--- config.mk ---
export PLATFORM = sky130hd
export DESIGN_NAME = mem_stage
export DESIGN_NICKNAME = d
export VERILOG_FILES = /design/src/rtl/semimips_pkg.sv /design/src/rtl/mem_branch_resolve.sv /design/src/rtl/mem_stage.sv
export SDC_FILE = /design/constraint.sdc
export NUM_CORES = 1
export LEC_CHECK = 0
export ABC_AREA = 0
export BUFFER_PORTS_ARGS = -buffer_cell sky130_fd_sc_hd__buf_2
export CELL_PAD_IN_SITES_DETAIL_PLACEMENT = 0
export CELL_PAD_IN_SITES_GLOBAL_PLACEMENT = 1
export CORE_AREA = 2 2 163 165
export CTS_BUF_LIST = sky130_fd_sc_hd__clkbuf_4 sky130_fd_sc_hd__clkbuf_8
export DETAILED_ROUTE_END_ITERATION = 12
export DIE_AREA = 0 0 165 167
export HOLD_SLACK_MARGIN = 0.03
export PLACE_DENSITY = 0.74
export SLEW_MARGIN = 10
export SYNTH_ARGS = -nofsm -noshare
export SYNTH_HDL_FRONTEND = slang
export SYNTH_SLANG_ARGS = --single-unit
--- constraint.sdc ---
create_clock -name clk -period 2.9 [get_ports clk]
set_clock_uncertainty 0.05 [all_clocks]
set_input_delay 0 -clock clk [delete_from_list [all_inputs] [get_ports clk]]
set_output_delay 0 -clock clk [all_outputs]
set_load 0.02 [all_outputs]
--- src/rtl/semimips_pkg.sv ---
// Shared semiMIPS definitions: writeback-select encodings, memory-stage FSM states
// and a small address helper.
package semimips_pkg;

  typedef enum logic [1:0] {
    MTR_ALU = 2'b00,
    MTR_MEM = 2'b01,
    MTR_PC  = 2'b10
  } memtoreg_e;

  typedef enum logic {
    ST_IDLE = 1'b0,
    ST_WAIT = 1'b1
  } mem_state_e;

  function automatic logic word_aligned(input logic [1:0] lsb);
    return lsb == 2'b00;
  endfunction

endpackage

--- src/rtl/mem_branch_resolve.sv ---
// Branch/jump resolution for the memory stage: ALU flags and branch kind give the
// redirect request and its target; jump takes priority over a taken branch.
module mem_branch_resolve #(
  parameter int AWIDTH = 32
) (
  input  logic              i_bbeq,
  input  logic              i_bbne,
  input  logic              i_bblez,
  input  logic              i_bbgtz,
  input  logic              i_jump,
  input  logic              i_zero,
  input  logic              i_negative,
  input  logic [AWIDTH-1:0] i_branaddr,
  input  logic [AWIDTH-1:0] i_jmpaddr,
  output logic              o_redirect,
  output logic [AWIDTH-1:0] o_pctarget
);

  logic w_taken;

  assign w_taken = (i_bbeq  &  i_zero)
                 | (i_bbne  & ~i_zero)
                 | (i_bblez & (i_negative | i_zero))
                 | (i_bbgtz & ~i_negative & ~i_zero);

  assign o_redirect = i_jump | w_taken;
  assign o_pctarget = i_jump ? i_jmpaddr : i_branaddr;

endmodule

--- src/rtl/mem_stage.sv ---
// semiMIPS memory stage: branch redirect, data-memory access over req/ready with
// wait-state timeout, and the MEM/WB pipeline register.
module mem_stage
  import semimips_pkg::*;
#(
  parameter int AWIDTH  = 32,
  parameter int DWIDTH  = 32,
  parameter int TIMEOUT = 16
) (
  input  logic              clk,
  input  logic              rst,
  input  logic              memwr,
  input  logic              memrd,
  input  logic              bbne,
  input  logic              bbeq,
  input  logic              bblez,
  input  logic              bbgtz,
  input  logic              jump,
  input  logic [1:0]        memtoreg,
  input  logic              regwr,
  input  logic [DWIDTH-1:0] aluout,
  input  logic              zero,
  input  logic              negative,
  input  logic [4:0]        regdstmux,
  input  logic [DWIDTH-1:0] regdata2,
  input  logic [AWIDTH-1:0] branaddr,
  input  logic [AWIDTH-1:0] jmpaddr,
  input  logic [AWIDTH-1:0] pcnext,
  output logic              dmem_req,
  output logic              dmem_we,
  output logic [AWIDTH-1:0] dmem_addr,
  output logic [DWIDTH-1:0] dmem_wdata,
  input  logic              dmem_ready,
  input  logic [DWIDTH-1:0] dmem_rdata,
  output logic              pcsrc,
  output logic [AWIDTH-1:0] pctarget,
  output logic              flush,
  output logic              stall,
  output logic              memerr,
  output logic [1:0]        wb_memtoreg,
  output logic              wb_regwr,
  output logic [DWIDTH-1:0] wb_aluout,
  output logic [DWIDTH-1:0] wb_memdata,
  output logic [4:0]        wb_regdst,
  output logic [AWIDTH-1:0] wb_pcnext
);

  localparam int              CNT_W    = (TIMEOUT > 2) ? $clog2(TIMEOUT) : 1;
  localparam logic [CNT_W-1:0] CNT_LAST = CNT_W'(TIMEOUT - 1);

  mem_state_e        r_state;
  logic [CNT_W-1:0]  r_cnt;
  logic [AWIDTH-1:0] r_addr;
  logic [DWIDTH-1:0] r_wdata;
  logic              r_we;

  logic w_acc;
  logic w_aligned;
  logic w_go;
  logic w_in_wait;
  logic w_last;
  logic w_timeout;
  logic w_misalign;
  logic w_load_done;
  logic w_redirect;

  mem_branch_resolve #(
    .AWIDTH (AWIDTH)
  ) u_branch (
    .i_bbeq     (bbeq),
    .i_bbne     (bbne),
    .i_bblez    (bblez),
    .i_bbgtz    (bbgtz),
    .i_jump     (jump),
    .i_zero     (zero),
    .i_negative (negative),
    .i_branaddr (branaddr),
    .i_jmpaddr  (jmpaddr),
    .o_redirect (w_redirect),
    .o_pctarget (pctarget)
  );

  assign w_acc       = memrd | memwr;
  assign w_aligned   = word_aligned(aluout[1:0]);
  // Reset overrides the live request so an abandoned access never reaches memory.
  assign w_go        = ~rst & w_acc & w_aligned;
  assign w_misalign  = ~rst & w_acc & ~w_aligned;
  assign w_in_wait   = (r_state == ST_WAIT);
  assign w_last      = w_in_wait && (r_cnt == CNT_LAST);
  assign w_timeout   = w_go & w_last & ~dmem_ready;
  assign w_load_done = w_go & memrd & ~memwr & dmem_ready;

  assign stall    = w_go & ~dmem_ready & ~w_last;
  assign memerr   = w_misalign | w_timeout;
  assign pcsrc    = w_redirect & ~stall;
  assign flush    = pcsrc;

  assign dmem_req   = w_go;
  assign dmem_we    = w_in_wait ? r_we    : memwr;
  assign dmem_addr  = w_in_wait ? r_addr  : aluout[AWIDTH-1:0];
  assign dmem_wdata = w_in_wait ? r_wdata : regdata2;

  // NOTE: sequential state uses non-blocking assignments so every register samples
  // pre-edge values; blocking here would make results depend on statement order.
  always_ff @(posedge clk) begin
    if (rst) begin
      r_state <= ST_IDLE;
      r_cnt   <= '0;
      r_addr  <= '0;
      r_wdata <= '0;
      r_we    <= 1'b0;
    end else begin
      case (r_state)
        ST_IDLE: begin
          if (w_go && !dmem_ready) begin
            r_state <= ST_WAIT;
            r_cnt   <= CNT_W'(1);
            r_addr  <= aluout[AWIDTH-1:0];
            r_wdata <= regdata2;
            r_we    <= memwr;
          end
        end
        ST_WAIT: begin
          if (!w_go || dmem_ready || w_last) begin
            r_state <= ST_IDLE;
            r_cnt   <= '0;
          end else begin
            r_cnt <= r_cnt + CNT_W'(1);
          end
        end
        default: begin
          r_state <= ST_IDLE;
          r_cnt   <= '0;
        end
      endcase
    end
  end

  // While stalled only the control fields become a bubble; the data fields keep
  // their last value since nothing downstream consumes them without regwr.
  always_ff @(posedge clk) begin
    if (rst) begin
      wb_memtoreg <= MTR_ALU;
      wb_regwr    <= 1'b0;
      wb_aluout   <= '0;
      wb_memdata  <= '0;
      wb_regdst   <= '0;
      wb_pcnext   <= '0;
    end else if (stall) begin
      wb_memtoreg <= MTR_ALU;
      wb_regwr    <= 1'b0;
    end else begin
      wb_memtoreg <= memtoreg;
      wb_regwr    <= regwr;
      wb_aluout   <= aluout;
      wb_memdata  <= w_load_done ? dmem_rdata : '0;
      wb_regdst   <= regdstmux;
      wb_pcnext   <= pcnext;
    end
  end

endmodule
==> summary.md <==
| Metric | Value |
|---|---|
| Placed Instances | 1,375 |
| # port buffers | 417 |
| Critical path peak fanout | 36 |
| Dpl hpwl | 17,900 microns |
| Final antenna-violating net count | 0 |
| Critical Path Source Type | flop |
| GRT overflow | 0 |
| First-pass GRT wire length | 37,200 microns |
| GR Util All Layers | 0.173 |
| Hold worst-path end | r_cnt[3] |
| Commonest non-fill, non-tap cell in the layout | buf_2 |
| Root Buffer | clkbuf_8 |
| CP delay by family, top | simple AND/OR/NAND/NOR gates |
| Vias | slightly below 7,000 |
| Yosys warns | 0 |
| #FFs+latches synth | 174 |
| Static leakage | between 5 and 6 nW |
| WL/cell | ~16 microns |
| Design area | 12,100 sq um |
| Die area | 27,600 sq um |
| Die X | 165 microns |
| Crit path capture type | output pin |
| Final wirelength | around 25,000 microns |
| Worst-skew pair later-pin latency | 0.44 ns |
| Maximum clock rate | 400 MHz |
| Avg Inst Size Synth | 11.9 sq um |
| R2R Path End | wb_aluout[24] |
| Critical Path AT | approximately 2.5 ns |
| Status | finished clean |
| Clk sink count | about 170 |
| CORE AREA | 25,800 sq um |
| Slew HR | 0.335 |
| Max-cap violations | 0 |
| Buf/Inv on CP | 2 |
| Final setup vio count | 0 |
| Initial core utilization | 0.307 |
| P per Cell Area | 448 nW/um^2 |
| Netlist cell types | 36 |
| Total clock buffers created by CTS | 17 |
| TNS Setup | 0 ns |
| CP required | 2.85 ns |
| Sequential fraction of the synthesis area | 0.441 |
| RePlAce Congestion | 0.780 |
| DRT iter0 DRCs | 307 |
| Antenna Cells | 0 |
| Min Tclk post-route | 2.50 ns |
| Final worst-path setup slack | 0.397 ns |
| Hold buffer count at CTS | 139 |
| Worst R2R Start | r_cnt[0] |
| Max-slew violation count | 0 |
| Reg clk slew, reported paths | ~0.090 ns |
| CTS tree | yes |
| Largest net degree at the start of global routing | 92 |
| Crit path launch | r_cnt[0] |
| Nets | 1,411 |
| Worst Hold Class | in -> reg |
| Final hold violation count | 0 |
| Fin cells | 1,546 |
| Vias in the first global route | approximately 7,000 |
| Pre-antenna DRT Iters | 4 |
| Worst path cell trace | ha_1 -> nand4_1 -> and3_4 -> buf_4 -> buf_2 |
| CTS max path bufs | 2 |
| Crit share post-route | 0.863 |
| Max stage delay on crit path | 0.62 ns |
| FF-to-FF path depth | 5 |
| Worst Path Class, Setup | reg -> out |
| Post-place setup slack | 0.676 ns |
| Hold depth | 4 |
| Slew @ Worst Pin | 0.998 ns |
| Worst path slowest cell | and3_4 |
| Synth Cell Area | 7910 sq um |
| Ports | 418 |
| Worst VDD drop | 0.000222 V |
| Area Growth Syn to Fin | 53.1% |
| Layout Utilization | 0.470 |
| Vias per inst | about 4.5 |
| Post-CTS setup buffers | 0 |
| Post-DP Area | 10,300 sq um |
| Site row count | 59 |
| DRC | 0 |
| Die Y | 167 microns |
| Synthesized Nets | 875 |
| Most frequent cells in the layout | buf_2 (416), dfxtp_1 (173), dlygate4sd3_1 (139) |
| Layout cells sized above 1 | 0.505 |
| Post-cts resize count | 0 |
| RSZ-0062 raised after global routing | false |
| FF-to-FF setup slack | roughly 0.7 ns |
| CTS H-Tree Depth | 4 |
| Hold wc startpoint | memrd |
| Syn Inst Count | 662 |
| Antenna violations before repair | 0 |
## cells by family (layout without fill, tap and decap cells)
kind of cell             Yosys count  count (layout)  synth area share
multiplexers                     228             228             0.347
AND/OR/NAND/NOR                  156             156             0.125
AO/OA/AOI/OAI                     46              46            0.0492
flip-flops                       174             174             0.441
buffers and inverters             57             606            0.0364
adder cells (fa/ha/maj)            1               1           0.00158
## Yosys cell counts
cell type,number,share of area
a2111oi_0,1,0.0011
nor2_1,3,0.0014
a22o_1,35,0.039
nor2b_1,131,0.10
nand4_1,1,0.00079
a21o_1,1,0.00095
mux2i_1,1,0.0013
buf_6,6,0.0085
dfxtp_1,174,0.44
or2_1,1,0.00079
nand2_1,3,0.0014
o32ai_1,1,0.0011
and3b_1,1,0.0011
nand3b_1,1,0.00095
nor3_1,1,0.00063
a41o_1,1,0.0013
clkbuf_1,27,0.013
buf_4,3,0.0028
o21a_1,1,0.00095
nand4b_1,2,0.0022
a31oi_1,1,0.00079
nor4b_1,1,0.0011
mux2_4,48,0.091
nor3_2,2,0.0025
ha_1,1,0.0016
buf_1,1,0.00047
mux2_2,97,0.14
nor3b_1,6,0.0057
a21oi_1,2,0.0013
o211ai_1,1,0.00095
buf_2,14,0.0089
o21ba_1,1,0.0013
and3_1,3,0.0024
o22ai_1,1,0.00079
inv_1,6,0.0028
mux2_1,82,0.12
## state kept, by name, summed over array words and instances, names as in the netlist
register / cells
wb_aluout: 32
r_addr: 32
wb_memdata: 32
r_wdata: 32
wb_memtoreg: 2
r_cnt: 4
wb_regwr: 1
wb_regdst: 5
wb_pcnext: 32
r_we: 1
r_state: 1
## area by class of cell
class | count | area, sq um
Fill cell | 2446 | 13700
Clock inverter | 11 | 141
Multi-Input combinational cell | 431 | 4150
Inverter | 6 | 22.5
Sequential cell | 174 | 3490
Clock buffer | 21 | 289
Timing Repair Buffer | 568 | 3600
Tap cell | 335 | 419
## where the power goes
group | switching (W) | total, W | internal, W
clock network | 0.000973 | 0.00186 | 0.000887
logic | 0.000515 | 0.00104 | 0.000523
registers | 0.0000401 | 0.00252 | 0.00248
total | 0.00153 | 0.00542 | 0.00389
## how the worst max path moves through the flow
stage / slack [ns] / cells after the start / to
2_1_floorplan: 0.87 / 8 / pcsrc
3_3_place_gp: 0.76 / 5 / wb_aluout[26]
3_5_place_dp: 0.68 / 5 / wb_aluout[24]
4_1_cts: 0.31 / 5 / stall
5_1_grt: 0.19 / 5 / stall
6_report: 0.40 / 5 / stall
## metrics by stage
stage	hold WS [ns]	total power [W]
floorplan	0.0317	0.00308
global placement	0.159	0.00346
finish	0.126	0.00542
detailed placement	0.162	0.00347
CTS	0.0746	0.00551
global route	0.129	0.00568
## worst register-to-register path, stage by stage, from the launching register on
cell     delay, ns
dfxtp_1       0.35
ha_1          0.24
nand4_1       0.19
and3_4        0.62
buf_4         0.32
mux2_1        0.34
## metal layers
layer | vias up | wire length, microns | global-route usage
met2 | 280 | 12500 | 0.316
li1 | 3388 | - | -
met4 | 0 | 1000 | 0.0802
met1 | 3189 | 9730 | 0.187
met3 | 51 | 1570 | 0.0396
met5 | - | 0 | 0
(Power assumes the default switching activity.)
